**config.mk**
```make
export PLATFORM = sky130hd
export DESIGN_NAME = branch_ctrl
export DESIGN_NICKNAME = d
export VERILOG_FILES = /design/src/rtl/branch_pkg.sv /design/src/rtl/sat_counter.sv /design/src/rtl/branch_ctrl.sv
export SDC_FILE = /design/constraint.sdc
export NUM_CORES = 1
export LEC_CHECK = 0
export CAP_MARGIN = 10
export CELL_PAD_IN_SITES_DETAIL_PLACEMENT = 0
export CELL_PAD_IN_SITES_GLOBAL_PLACEMENT = 1
export CORE_ASPECT_RATIO = 1.1
export CORE_UTILIZATION = 29
export DETAILED_ROUTE_END_ITERATION = 10
export PLACE_DENSITY_LB_ADDON = 0.2
export SYNTH_ARGS = -nofsm -noshare
export SYNTH_HDL_FRONTEND = slang
export SYNTH_SLANG_ARGS = --single-unit
export TNS_END_PERCENT = 1
```
**constraint.sdc**
```tcl
create_clock -name i_clk -period 4.3 [get_ports i_clk]
set_clock_uncertainty 0.15 [all_clocks]
set_input_delay 0.43 -clock i_clk [delete_from_list [all_inputs] [get_ports i_clk]]
set_output_delay 0.43 -clock i_clk [all_outputs]
set_load 0.05 [all_outputs]
```
**src/rtl/branch_pkg.sv**
```systemverilog
// Shared types for the branch controller: FSM state encoding and stall-counter width.
package branch_pkg;

    localparam int STALL_CNT_W = 2;

    typedef enum logic [1:0] {
        ST_IDLE     = 2'b00,
        ST_STALL    = 2'b01,
        ST_REDIRECT = 2'b10
    } state_t;

endpackage

```
**src/rtl/sat_counter.sv**
```systemverilog
// Saturating up-counter with synchronous active-low clear; holds at all-ones.
module sat_counter #(
    parameter int W = 16
) (
    input  logic         clk,
    input  logic         clr_n,
    input  logic         inc,
    output logic [W-1:0] count
);

    always_ff @(posedge clk) begin
        if (!clr_n) begin
            count <= '0;
        end else if (inc && (count != {W{1'b1}})) begin
            count <= count + {{(W-1){1'b0}}, 1'b1};
        end
    end

endmodule

```
**src/rtl/branch_ctrl.sv**
```systemverilog
// ID-stage branch controller: operand-hazard stall, taken evaluation and one-cycle redirect.
// Statistics counters are built only when BRANCH_STATS_EN is defined; otherwise the ports read 0.
module branch_ctrl #(
    parameter int INST_SZ = 32,
    parameter int STAT_W  = 16
) (
    input  logic               i_clk,
    input  logic               i_rst_n,
    input  logic               i_branch,
    input  logic               i_bne,
    input  logic               i_comparison,
    input  logic [1:0]         i_stall_cycles,
    input  logic [INST_SZ-1:0] i_target,
    output logic               o_stall,
    output logic               o_pc_src,
    output logic [INST_SZ-1:0] o_pc_target,
    output logic               o_flush,
    output logic [STAT_W-1:0]  o_taken_count,
    output logic [STAT_W-1:0]  o_total_count
);
    import branch_pkg::*;

    state_t                 state;
    logic [STALL_CNT_W-1:0] cnt;
    logic                   eval;
    logic                   taken;

    assign taken = i_comparison ^ i_bne;

    // Evaluation happens once operands are valid: immediately for zero-stall
    // branches, otherwise in the first cycle after the stall has been served.
    always_comb begin
        eval = 1'b0;
        case (state)
            ST_IDLE:  eval = i_branch && (i_stall_cycles == 2'd0);
            ST_STALL: eval = i_branch && (cnt == '0);
            default:  eval = 1'b0;
        endcase
    end

    assign o_stall = i_rst_n &&
                     (((state == ST_IDLE) && i_branch && (i_stall_cycles != 2'd0)) ||
                      ((state == ST_STALL) && (cnt != '0)));

    always_ff @(posedge i_clk) begin
        if (!i_rst_n) begin
            state       <= ST_IDLE;
            cnt         <= '0;
            o_pc_src    <= 1'b0;
            o_flush     <= 1'b0;
            o_pc_target <= '0;
        end else begin
            o_pc_src <= 1'b0;
            o_flush  <= 1'b0;
            case (state)
                ST_IDLE: begin
                    if (eval && taken) begin
                        state       <= ST_REDIRECT;
                        o_pc_src    <= 1'b1;
                        o_flush     <= 1'b1;
                        o_pc_target <= i_target;
                    end else if (i_branch && (i_stall_cycles != 2'd0)) begin
                        cnt   <= i_stall_cycles - 2'd1;
                        state <= ST_STALL;
                    end
                end
                ST_STALL: begin
                    if (!i_branch) begin
                        cnt   <= '0;
                        state <= ST_IDLE;
                    end else if (cnt != '0) begin
                        cnt <= cnt - 1'b1;
                    end else if (taken) begin
                        state       <= ST_REDIRECT;
                        o_pc_src    <= 1'b1;
                        o_flush     <= 1'b1;
                        o_pc_target <= i_target;
                    end else begin
                        state <= ST_IDLE;
                    end
                end
                // The slot behind a redirect is flushed, so i_branch is ignored here.
                ST_REDIRECT: state <= ST_IDLE;
                default:     state <= ST_IDLE;
            endcase
        end
    end

`ifdef BRANCH_STATS_EN
    sat_counter #(.W(STAT_W)) u_total_cnt (
        .clk   (i_clk),
        .clr_n (i_rst_n),
        .inc   (eval),
        .count (o_total_count)
    );

    sat_counter #(.W(STAT_W)) u_taken_cnt (
        .clk   (i_clk),
        .clr_n (i_rst_n),
        .inc   (eval && taken),
        .count (o_taken_count)
    );
`else
    assign o_total_count = '0;
    assign o_taken_count = '0;
`endif

endmodule

```
# Word level (Yosys, flattened, before mapping)
# Cells that the tools add are included.
op_classes:
  n_addsub: 2
  n_eq_ne: 10
  mux: 22
  bitwise_logic: 1
  reduce_logical: 18
ops:
  columns: ["op", "count"]
  rows:
  - ["$mux 32", 4]
  - ["$pmux 32 s2", 1]
  - ["$mux 2", 9]
  - ["$logic_and 1x1->1", 8]
  - ["$ne 2x2->1 const B", 4]
  - ["$pmux 2 s2", 2]
  - ["$logic_not 2->1", 3]
  - ["$reduce_bool 2->1", 3]
  - ["$reduce_and 5->1", 1]
  - ["$mux 1", 4]
  - ["$ne 2x1->1 const B", 2]
  - ["$pmux 1 s2", 2]
  - ["$reduce_and 4->1", 1]
  - ["$sub 2x1->2 const B", 2]
  - ["$ne 3x1->1 const B", 1]
  - ["$ne 3x2->1 const B", 1]
  - ["$ne 3x3->1 const B", 1]
  - ["$eq 2x1->1 const B", 1]
  - ["$reduce_and 2->1", 1]
  - ["$logic_or 1x1->1", 1]
  - ["$xor 1x1->1", 1]
totals:
  ff_bits: 37
  input_bits: 39
  output_inout_bits: 67

# Depth between registers and ports, before layout
depth:
  depth_word: 6
  depth_mapped: 7
  depth_no_buf: 5

# Least setup slack after synthesis
# Ideal clock, no wire load.
synth_timing:
  path_type: "input-to-output"
  startpoint: "in i_rst_n"
  endpoint: "out o_stall"
  arrival_time_ns: 1.870
  slack_ns: 1.850
  stages: 3
  n_path_buf: 1
  path_cell_list: "clkbuf_1 > inv_1 > nor3_1"
synth_between:
  elab_chain_cells: 1
synth_lines:
  columns: ["element", "line", "text"]
  rows:
  - ["start, declared", "branch_ctrl.sv:8", "input logic i_rst_n,"]
  - ["$logic_and 1x1->1", "branch_ctrl.sv:41", "assign o_stall = i_rst_n &&"]
  - ["end, declared", "branch_ctrl.sv:14", "output logic o_stall,"]
# Every way passes these cells.

# Worst setup path after layout
layout_timing:
  startpoint: "in i_stall_cycles[0]"
  endpoint: "out o_stall"
layout_between:
  elab_chain_cells: 4
layout_lines:
  columns: ["element", "line", "text"]
  rows:
  - ["start, declared", "branch_ctrl.sv:12", "input logic [1:0] i_stall_cycles,"]
  - ["$reduce_bool 2->1", "branch_ctrl.sv:42", "(((state == ST_IDLE) && i_branch && (i_stall_cycles != 2'd0)) ||"]
  - ["$logic_and 1x1->1", "branch_ctrl.sv:42", null]
  - ["$logic_or 1x1->1", "branch_ctrl.sv:42", null]
  - ["$logic_and 1x1->1", "branch_ctrl.sv:41", null]
# Every way passes these cells.

==> run_results.csv <==
group,metric,value,unit
outcome,status,"completed",
floorplanning,design.core.area,6190,sq um
routing,drt-pass1-iter-count,4,
floorplanning,start_util,0.302,
routing,postRouteAntennaNets,0,
timing,grt_setup_unrepaired,"false",
global_route,grt_pass1_vias,1359,
clock_network,numCtsBuffers,5,
routing,viasPerCell,4.06,
routing,vias,1462,
synthesis,syn-cell-area,1870,sq um
cells_and_area,layout_commonest_cell,"clkdlybuf4s50_1",
timing,fin_tns_setup,0,ps
setup_path,critPathBufInv,3,
setup_path,worstPathArrival,2270,ps
power,power_density,334,nW/um^2
clock_network,clock_sinks,37,
global_route,grt_pass1_wl,6000,um
global_route,grt-ovfl-total,0,
clock_network,cts_setup_buffers,0,
setup_path,critPathTopFamily,"buffers and inverters",
synthesis,ys_seq_area_frac,0.396,
setup_path,crit_chain,"clkdlybuf4s50_1, inv_1, ha_1, nor2_1, a21oi_1, nor3_1, clkdlybuf4s50_1",
setup_path,path_common_cell,"clkdlybuf4s50_1",
global_route,grt_max_degree,66,
setup_path,cp.required,3720,ps
floorplanning,num_io_pins,106,
power,power.leakage,1.00,nW
timing,setup_viol,0,
min_path,hold_class,"input pin to flop",
setup_path,critPathKind,"input pin to output port",
routing,wl,3620,um
clock_network,htreeDepth,2,
placement,gp_congestion,0.692,
cells_and_area,syn_to_final_growth,37.1,%
placement,io_buffer_count,73,
global_route,grt-busiest-layer,"met2",
timing,finalCritPeriodShare,0.663,
synthesis,ys_ff_latch,37,
clock_network,clockBufferDepth,2,
clock_network,cts_root_buf,"clkbuf_8",
global_route,met3_usage,0.0389,
setup_path,cp-start-kind,"input pin",
timing,min_period,2850,ps
power,total_power,0.855,mW
timing,hold_viol,0,
routing,route.detailed.drc,0,
clock_network,clk-insertion-delay-late,280,ps
clock_network,ctsResizeCount,0,
clock_network,cts_tree,"built",
timing,slew_headroom,0.591,
clock_network,cts_hold_buf,0,
synthesis,synth_warnings,0,
floorplanning,die_x,78.6,um
global_route,met1_usage,0.133,
clock_network,clk_pin_slew,70,ps
floorplanning,dieArea,6770,sq um
timing,maxSlewViolCount,0,
global_route,gr-usage-all-layers,0.113,
power,peakVddDrop,0.000160,V
timing,worstMarginPinSlew,613,ps
global_route,antenna_found_initial,0,
cells_and_area,fillers,650,
floorplanning,die-height,86.2,um
cells_and_area,final_cell_mix,"72 x clkdlybuf4s50_1, 66 x nand2_1, 37 x dfxtp_1",
setup_path,path_max_fanout,3,
synthesis,avgSynthCellArea,8.82,sq um
cells_and_area,antenna_cells,0,
setup_path,max_stage_delay,820,ps
synthesis,synth_cell_types,23,
cells_and_area,stdcell_area,2560,sq um
setup_path,crit_slowest_cell,"clkdlybuf4s50_1",
global_route,use_met2,0.188,
cells_and_area,drive_above_1_share,0.0429,
floorplanning,rows,30,
placement,place_area,2460,sq um
job,drv_cap,0,
synthesis,syn_inst,212,
placement,hpwl,2500,um
routing,wl_per_cell,10.0,um
routing,drt-initial-drc-count,23,
setup_path,critPathCaptureType,"output port",
cells_and_area,fin_nets,320,
timing,max_freq,351,MHz
-- synth_stat cells --
master	count	area share
a21oi_1	2	0.0054
nor4b_1	1	0.0047
buf_6	2	0.012
and4_4	1	0.0060
nor3b_1	1	0.0040
nor2_1	6	0.012
clkbuf_1	7	0.014
ha_1	2	0.013
a21o_1	1	0.0040
inv_1	6	0.012
nand2_1	66	0.13
nor3_1	1	0.0027
nor2b_1	2	0.0067
buf_4	33	0.13
mux2i_1	32	0.17
dfxtp_1	37	0.40
buf_12	3	0.032
a211oi_1	4	0.016
conb_1	1	0.0020
a41oi_1	1	0.0047
nand3_1	1	0.0027
mux2_4	1	0.0080
xor2_1	1	0.0047
-- power by group --
group | switching, mW | internal (mW)
combinational | 0.149 | 0.0749
clock | 0.121 | 0.145
sequential | 0.00824 | 0.357
-- state kept, by name, indices dropped and copies added (netlist names) --
signal and count:
cnt 2, o_pc_target 32, o_flush 1, state 2
-- worst register-to-register path: cells and delay by family, from the launching register on --
family	cells	cell delay (ps)
fa+ha+maj	1	190
mux	2	460
flops	1	320
buf+inv	1	80
simple gates	1	610
-- cell type report --
class | count | area, sq um | share of cell area
multi-input cells | 155 | 866 | 0.338
flip-flops and latches | 37 | 741 | 0.289
repair buffers | 74 | 733 | 0.286
well taps | 80 | 100 | 0.0390
clock buffers | 7 | 96.3 | 0.0376
inverters | 6 | 22.5 | 0.00878
clock inverters | 1 | 5.00 | 0.00195
-- worst paths after layout --
path / cells past startpoint / slack [ps] / from / to
worst max register to register: 5 / 2420 / cnt[0]$_SDFFE_PN0P_ / o_pc_target[0]$_SDFFE_PN0P_
worst max-delay path: 7 / 1450 / i_stall_cycles[0] / o_stall
worst min-delay path: 3 / 300 / i_rst_n / cnt[0]$_SDFFE_PN0P_
worst min register to register: 2 / 310 / o_pc_target[31]$_SDFFE_PN0P_ / o_pc_target[31]$_SDFFE_PN0P_
-- logic make-up (layout without fill, tap and decap cells) --
logic type / after synthesis / in the layout / share of synthesized area
flip-flops: 37 / 37 / 0.396
multiplexers: 33 / 33 / 0.179
adder cells (fa/ha/maj): 2 / 2 / 0.0134
XOR/XNOR: 1 / 1 / 0.00469
buffers and inverters: 51 / 88 / 0.203
AND/OR/NAND/NOR: 79 / 79 / 0.171
other: 1 / 32 / 0.00201
AO/OA/AOI/OAI: 8 / 8 / 0.0301
-- layer usage --
layer  share of wire  wire length, um  vias to the layer above
met3           0.077              279                        5
li1                -                -                      747
met2            0.46             1670                       62
met5               0                0                        -
met1            0.44             1600                      648
met4           0.018               66                        0
-- stage by stage --
stage / instances / hold slack, ps / util / setup slack [ps]
6_report: 360 / 296 / 0.414 / 1450
3_5_place_dp: 352 / 299 / 0.398 / 1440
4_1_cts: 360 / 295 / 0.414 / 1440
5_1_grt: 360 / 307 / 0.414 / 1340
2_1_floorplan: 243 / 410 / - / 1850
3_3_place_gp: 352 / 292 / 0.398 / 1450
Power figures use the tool's default switching activity.
